### config.mk
export PLATFORM = sky130hd
export DESIGN_NAME = wb_arbiter
export DESIGN_NICKNAME = d
export VERILOG_FILES = /design/src/rtl/rv_pkg.sv /design/src/rtl/wb_fifo.sv /design/src/rtl/wb_arbiter.sv
export SDC_FILE = /design/constraint.sdc
export NUM_CORES = 1
export LEC_CHECK = 0
export CAP_MARGIN = 20
export CORE_ASPECT_RATIO = 0.8
export CORE_MARGIN = 2
export CORE_UTILIZATION = 38
export DETAILED_ROUTE_END_ITERATION = 12
export PLACE_DENSITY = 0.62
export RECOVER_POWER = 25
export SYNTH_ARGS = -nofsm -noshare
export SYNTH_HDL_FRONTEND = slang
export SYNTH_SLANG_ARGS = --single-unit
### constraint.sdc
create_clock -name i_clk -period 2.3 [get_ports i_clk]
set_input_delay 0.345 -clock i_clk [delete_from_list [all_inputs] [get_ports i_clk]]
set_output_delay 0.345 -clock i_clk [all_outputs]
set_load 0.01 [all_outputs]
### src/rtl/rv_pkg.sv
// Shared core definitions: architectural widths and the writeback queue entry.
package rv_pkg;

    localparam int XLEN   = 32;
    localparam int REG_AW = 5;
    localparam int NREGS  = 1 << REG_AW;

    // One queued load response; a dead entry still occupies its slot until popped.
    typedef struct packed {
        logic              live;
        logic [REG_AW-1:0] rd;
        logic [XLEN-1:0]   data;
    } wb_entry_t;

    // One-hot register mask used to build the busy vector.
    function automatic logic [NREGS-1:0] rd_onehot(input logic [REG_AW-1:0] rd);
        logic [NREGS-1:0] oh;
        oh     = '0;
        oh[rd] = 1'b1;
        return oh;
    endfunction

    // 32-bit add that sticks at all-ones instead of wrapping.
    function automatic logic [31:0] sat_add32(input logic [31:0] a, input logic [31:0] b);
        logic [32:0] sum;
        sum = {1'b0, a} + {1'b0, b};
        return sum[32] ? '1 : sum[31:0];
    endfunction

endpackage

### src/rtl/wb_fifo.sv
// Circular store of load writeback entries with extended pointers.
// Pointers carry one extra wrap bit: full when the wrap bits differ and the
// slot indices match. Live bits of unoccupied slots are kept at zero so the
// per-entry live/rd view can feed the busy vector directly.
module wb_fifo
    import rv_pkg::*;
#(
    parameter int DEPTH = 4  // power of two, >= 2
) (
    input  logic                           i_clk,
    input  logic                           i_rst,
    input  logic                           i_push,
    input  wb_entry_t                      i_push_entry,
    input  logic                           i_pop,
    input  logic [DEPTH-1:0]               i_kill,
    output wb_entry_t                      o_head,
    output logic                           o_full,
    output logic                           o_empty,
    output logic [DEPTH-1:0]               o_live,
    output logic [DEPTH-1:0][REG_AW-1:0]   o_rd
);

    localparam int AW = $clog2(DEPTH);

    logic [AW:0]                   wr_ptr;
    logic [AW:0]                   rd_ptr;
    logic [AW-1:0]                 wr_idx;
    logic [AW-1:0]                 rd_idx;
    logic [DEPTH-1:0]              live_q;
    logic [DEPTH-1:0]              live_d;
    logic [DEPTH-1:0][REG_AW-1:0]  rd_q;
    logic [XLEN-1:0]               data_q [DEPTH];
    logic                          push_ok;
    logic                          pop_ok;

    assign wr_idx  = wr_ptr[AW-1:0];
    assign rd_idx  = rd_ptr[AW-1:0];
    assign o_empty = (wr_ptr == rd_ptr);
    assign o_full  = (wr_ptr[AW] != rd_ptr[AW]) && (wr_idx == rd_idx);
    assign push_ok = i_push && !o_full;
    assign pop_ok  = i_pop && !o_empty;
    assign o_live  = live_q;
    assign o_rd    = rd_q;

    // Next live bits: kills first, then the popped slot clears, then the pushed slot loads.
    always_comb begin
        // NOTE: combinational blocks use blocking assignments and give every target a
        // default at the top, so later statements see earlier results and no latch forms.
        live_d = live_q & ~i_kill;
        if (pop_ok) begin
            live_d[rd_idx] = 1'b0;
        end
        if (push_ok) begin
            live_d[wr_idx] = i_push_entry.live;
        end
    end

    // Pointers and live bits; reset empties the queue and kills every slot.
    always_ff @(posedge i_clk) begin
        // NOTE: sequential state uses non-blocking assignments so every register
        // samples the pre-edge values regardless of statement order.
        if (i_rst) begin
            wr_ptr <= '0;
            rd_ptr <= '0;
            live_q <= '0;
        end else begin
            live_q <= live_d;
            if (push_ok) begin
                wr_ptr <= wr_ptr + 1'b1;
            end
            if (pop_ok) begin
                rd_ptr <= rd_ptr + 1'b1;
            end
        end
    end

    // Entry payload write on push.
    always_ff @(posedge i_clk) begin
        // NOTE: payload storage is not reset; a slot is only read while its
        // pointers mark it occupied, and the live bit alone decides validity.
        if (push_ok) begin
            rd_q[wr_idx]   <= i_push_entry.rd;
            data_q[wr_idx] <= i_push_entry.data;
        end
    end

    // Head view for the write port.
    always_comb begin
        o_head.live = live_q[rd_idx];
        o_head.rd   = rd_q[rd_idx];
        o_head.data = data_q[rd_idx];
    end

endmodule

### src/rtl/wb_arbiter.sv
// Writeback arbiter for the register file's single write port.
// ALU results always win the port; load responses queue in order behind them.
// Every ALU result is younger than any queued or same-cycle load, so an ALU
// write kills queued loads to the same register (they would be overwritten).
// Optional build macro WB_STATS_EN adds saturating defer/kill counters.
module wb_arbiter
    import rv_pkg::*;
#(
    parameter int DEPTH = 4  // power of two, >= 2
) (
    input  logic              i_clk,
    input  logic              i_rst,
    input  logic              i_alu_valid,
    input  logic [REG_AW-1:0] i_alu_rd,
    input  logic [XLEN-1:0]   i_alu_data,
    input  logic              i_ld_valid,
    output logic              o_ld_ready,
    input  logic [REG_AW-1:0] i_ld_rd,
    input  logic [XLEN-1:0]   i_ld_data,
    output logic              o_rd_wen,
    output logic [REG_AW-1:0] o_rd_waddr,
    output logic [XLEN-1:0]   o_rd_wdata,
    output logic [NREGS-1:0]  o_busy,
    output logic              o_ld_empty
`ifdef WB_STATS_EN
    ,
    output logic [31:0]       o_stat_defer,
    output logic [31:0]       o_stat_kill
`endif
);

    wb_entry_t                    head;
    wb_entry_t                    push_entry;
    logic                         fifo_full;
    logic                         fifo_empty;
    logic [DEPTH-1:0]             live_v;
    logic [DEPTH-1:0][REG_AW-1:0] rd_v;
    logic [DEPTH-1:0]             kill_v;
    logic                         alu_win;
    logic                         head_live;
    logic                         push;
    logic                         pop;
    logic [NREGS-1:0]             busy;

    wb_fifo #(
        .DEPTH (DEPTH)
    ) u_fifo (
        .i_clk        (i_clk),
        .i_rst        (i_rst),
        .i_push       (push),
        .i_push_entry (push_entry),
        .i_pop        (pop),
        .i_kill       (kill_v),
        .o_head       (head),
        .o_full       (fifo_full),
        .o_empty      (fifo_empty),
        .o_live       (live_v),
        .o_rd         (rd_v)
    );

    assign o_ld_ready = !fifo_full;
    assign o_ld_empty = fifo_empty;

    // Port arbitration, head pop and load enqueue decisions.
    always_comb begin
        alu_win    = i_alu_valid && (i_alu_rd != '0);
        head_live  = !fifo_empty && head.live;
        o_rd_wen   = 1'b0;
        o_rd_waddr = '0;
        o_rd_wdata = '0;
        if (alu_win) begin
            o_rd_wen   = 1'b1;
            o_rd_waddr = i_alu_rd;
            o_rd_wdata = i_alu_data;
        end else if (head_live) begin
            o_rd_wen   = 1'b1;
            o_rd_waddr = head.rd;
            o_rd_wdata = head.data;
        end
        // A dead head drains even while the ALU owns the port; a live one waits.
        pop             = !fifo_empty && !(head_live && alu_win);
        // No look-ahead: a full queue refuses even if the head pops this cycle.
        push            = i_ld_valid && !fifo_full;
        push_entry.rd   = i_ld_rd;
        push_entry.data = i_ld_data;
        push_entry.live = (i_ld_rd != '0) && !(alu_win && (i_ld_rd == i_alu_rd));
    end

    // Queued entries overwritten by this cycle's ALU write become dead.
    always_comb begin
        for (int i = 0; i < DEPTH; i++) begin
            kill_v[i] = alu_win && live_v[i] && (rd_v[i] == i_alu_rd);
        end
    end

    // Busy vector from registered live entries only; x0 is never busy.
    always_comb begin
        busy = '0;
        for (int i = 0; i < DEPTH; i++) begin
            if (live_v[i]) begin
                busy = busy | rd_onehot(rd_v[i]);
            end
        end
        o_busy = {busy[NREGS-1:1], 1'b0};
    end

`ifdef WB_STATS_EN
    logic        defer_inc;
    logic [31:0] kill_inc;

    // Per-cycle increments: a blocked live head, and entries killed by ordering.
    always_comb begin
        defer_inc = alu_win && head_live;
        kill_inc  = 32'(push && alu_win && (i_ld_rd != '0) && (i_ld_rd == i_alu_rd));
        for (int i = 0; i < DEPTH; i++) begin
            kill_inc = kill_inc + 32'(kill_v[i]);
        end
    end

    // Saturating statistics counters.
    always_ff @(posedge i_clk) begin
        if (i_rst) begin
            o_stat_defer <= '0;
            o_stat_kill  <= '0;
        end else begin
            o_stat_defer <= sat_add32(o_stat_defer, 32'(defer_inc));
            o_stat_kill  <= sat_add32(o_stat_kill, kill_inc);
        end
    end
`endif

endmodule

==> results.txt <==
The flow ran to the end, but the final reports show violations. The final reports fail on negative setup slack. The hold violation total from the final report is 0. The worst-case hold slack is 0.546 ns. The post-route antenna net violation count is 0. In the routed layout, each cell is associated on average with a via count of between 5 and 6. The data arrival time at the worst-slack endpoint is 2.19 ns. The count of max-cap constraint violations is 0. The number of levels in the clock H-tree is 4.

The first global-routing pass estimated 34.9 mm of wire. In this run the critical register-to-register path is launched from u_fifo.rd_ptr[1]. In this run the static leakage power is around 4 nW. The number of design rule violations left after detail routing is 0. The Yosys step of the flow raised 0 warnings. The fraction of synthesized cell area taken by the top area cell type came out at around 57%. For this run, the leading register cell type out of synthesis is edfxtp_1. The maximum number of pins on one net before global-route repair is 38. At the end of routability-driven placement, the weighted congestion stood at 0.949.

The worst reg-to-reg setup slack came out at 0.39 ns. The count of boundary I/O pins is 150. The average instance area after synthesis is 15.3 µm². The register bit count reported by yosys is between 150 and 200. The number of cells traversed by the worst hold path is 2. The max-slew violation count is 0. The initial antenna violation count is 1. Tracing the worst setup path back leads to its startpoint at u_fifo.rd_ptr[2]. The final number of setup-violating endpoints came out at between 40 and 50.

Dividing the detail-routed wire length by the instance count gives 22.4 µm. The power per standard cell area is 766 nW/µm². The maximum fanout along the worst path is 5.

Setup repair after global routing could not meet its margin everywhere. The longest clock path from root to sink contains 2 buffers. The number of distinct library cells after synthesis came out at 46.

Cells with a size suffix above 1 make up a little over two fifths of the layout. The detailed-route via count is 5885. STA classifies the critical path startpoint as a flop. The layout-stage area growth over the synthesis result is 44.1%. The largest vdd supply drop came out at 0.526 mV. The floorplan die height came out at 132 µm.

Derived from the worst setup path, the maximum achievable clock frequency is between 0.3 and 0.4 GHz. The number of global-route vias before repair is 5864. In this run, synthesis inferred 148 flip-flops with an integrated enable.

In this run the worst hold path is classified as reg2reg. The total length of routed wires is roughly 23 mm. The post-synthesis cell area is between 7000 and 8000 µm². The time the final worst path needs with I/O delays and setup is roughly 2.5 ns. The estimated wirelength of the detail-placed design is 14.8 mm. The worst path required time is roughly 2.0 ns. From left edge to right edge, the die measures 164 µm. The full die area came out at 21700 µm². The count of routing violations after the opening detailed-route iteration is 570. The synthesized netlist cell count came out at 510. In this run the worst setup path terminates at o_rd_waddr[3]. The number of buffers created by CTS is 17.

The final sum of negative setup slack came out at -7.42 ns. The clock latency of the later-clocked register in the worst-skew pair came out at 0.42 ns. The combined global-route utilization of all metal layers came out at 21.7%. The logic depth of the worst register-to-register path came out at 7. The cell sitting at the root of the clock tree is a clkbuf_16. TritonCTS built the clock tree. The final worst setup slack is -0.236 ns. The initial standard-cell utilization of the core came out at 39.0%. The placeable core region is 20000 µm².

The commonest cells after synthesis are 148 x edfxtp_1, 38 x mux4_2, 37 x a22o_1. The critical path in this run is classified as reg2out. The number of buffers inserted by port buffering came out at about 150. The residual overflow from global routing came out at 0. The net count reported at finish is 850. Counting flops with an async set or reset pin after synthesis yields a share of 0%.

Clock skew on the completed layout was measured at 0.00940 ns. The clock-pin slew of the registers on the worst-case setup and hold paths came out at 0.06 ns. The part of the Yosys area used for sequential elements is 60.2%. The endpoint identified for the worst register-to-register timing path is u_fifo.o_live[3].

The most frequently used cell type in the post-synthesis netlist is edfxtp_1. When the netlist entered floorplanning its net count stood at 596. The final cell utilization of the core came out at 56.2%. The capturing element type of the critical path is an output pin. The fraction of the cycle the final worst path needs is 110%.

The detailed-router iteration count before antenna repair came out at 5. By area the synthesized netlist is led by edfxtp_1 57%, mux4_2 11%, a22o_1 4.2%. The clock net sink count came out at 160. edfxtp_1 takes more of the synthesized area than any other cell.

After floorplanning, the core was divided into 46 placement rows.
## layout make-up
type	count	area, µm²
timing repair buffer	277	2500
fill	1630	8750
clock buffer	17	425
antenna	1	2.50
clock inverter	15	160
tap	264	330
multi-input combinational	299	3080
sequential	160	4690
inverter	9	33.8
## registers in the layout (all words and copies together) (netlist names), named ones only
register,count
u_fifo.data_q,128
u_fifo.o_rd,20
u_fifo.o_live,4
u_fifo.rd_ptr,3
u_fifo.wr_ptr,3
## per-layer routing
layer	GRT usage [%]	share of wire, %	up-vias	routed length (µm)
li1	-	-	2622	-
met1	31.1	44	2948	10300
met2	33.7	47	281	11100
met3	4.66	6.8	34	1590
met4	5.36	1.6	0	376
met5	0	0	-	0
## worst max-delay path: stages (launching register included)
cell	delay (ns)
dfxtp_1	0.33
xnor2_1	0.35
nand3_1	0.22
and3_4	0.25
buf_8	0.14
buf_12	0.13
a22o_4	0.23
buf_6	0.12
## through the flow
step / setup WS [ns] / instances / area [µm²] / total power [mW]
global route: -0.259 / 1041 / 11200 / 8.96
global placement: -0.717 / 940 / 9940 / 5.81
finish: -0.236 / 1042 / 11200 / 8.59
detailed placement: -0.727 / 940 / 9940 / 5.84
CTS: -0.258 / 1032 / 11000 / 8.65
floorplan: 0.00308 / 510 / 7780 / 4.82
## report_power, final
group          switching (mW)  internal, mW  total [mW]  leakage, nW
clock                    1.25          1.46        2.71        0.289
combinational            1.14          1.25        2.39         2.33
sequential              0.107          3.38        3.49         1.46
## placed cells by master (no fill, tap or decap), types with 5 or more instances in the layout
master,netlist,layout
buf_2,4,55
o31ai_1,6,6
o221ai_2,0,10
edfxtp_1,148,148
clkbuf_2,0,9
inv_2,1,5
buf_12,4,14
o22ai_1,15,6
buf_4,2,86
ha_1,8,8
a21oi_1,9,9
o22ai_2,0,8
nand2_1,16,16
nor3b_1,8,7
dlygate4sd3_1,0,21
nor2_1,14,10
nand3_1,13,10
a22oi_1,12,12
or3b_4,0,6
a22o_1,37,35
nand3b_1,10,10
xnor2_1,29,29
and3_1,8,6
clkbuf_16,0,18
mux4_2,38,38
dfxtp_1,12,9
a221o_1,15,15
buf_6,1,26
clkdlybuf4s50_1,0,52
## what timing repair did
item | CTS | global route
cloned | 5 | 1
pin swaps | 10 | 22
gates resized for setup | 296 | 71
endpoints found under the setup margin | 71 | 67
hold buffers | 0 | 0
setup buffers | 56 | 12
## logic make-up after synthesis
family	after synthesis	synth area share, %
flops	160	60.2
compound gates	125	13.1
simple gates	94	7.14
buf+inv	51	3.55
mux	39	11.1
xor+xnor	32	3.60
fa+ha+maj	8	1.29
other cells	1	0.0482
## worst min-delay path by stage
stage                           startpoint              endpoint
after global placement    u_fifo.wr_ptr[2]      u_fifo.wr_ptr[2]
after detailed placement  u_fifo.wr_ptr[2]      u_fifo.wr_ptr[2]
final                     u_fifo.wr_ptr[2]      u_fifo.wr_ptr[2]
after floorplan               i_ld_data[0]   u_fifo.data_q[0][0]
after global routing         i_ld_data[25]  u_fifo.data_q[3][25]
after CTS                    i_ld_data[29]  u_fifo.data_q[3][29]
(Power assumes the default switching activity.)
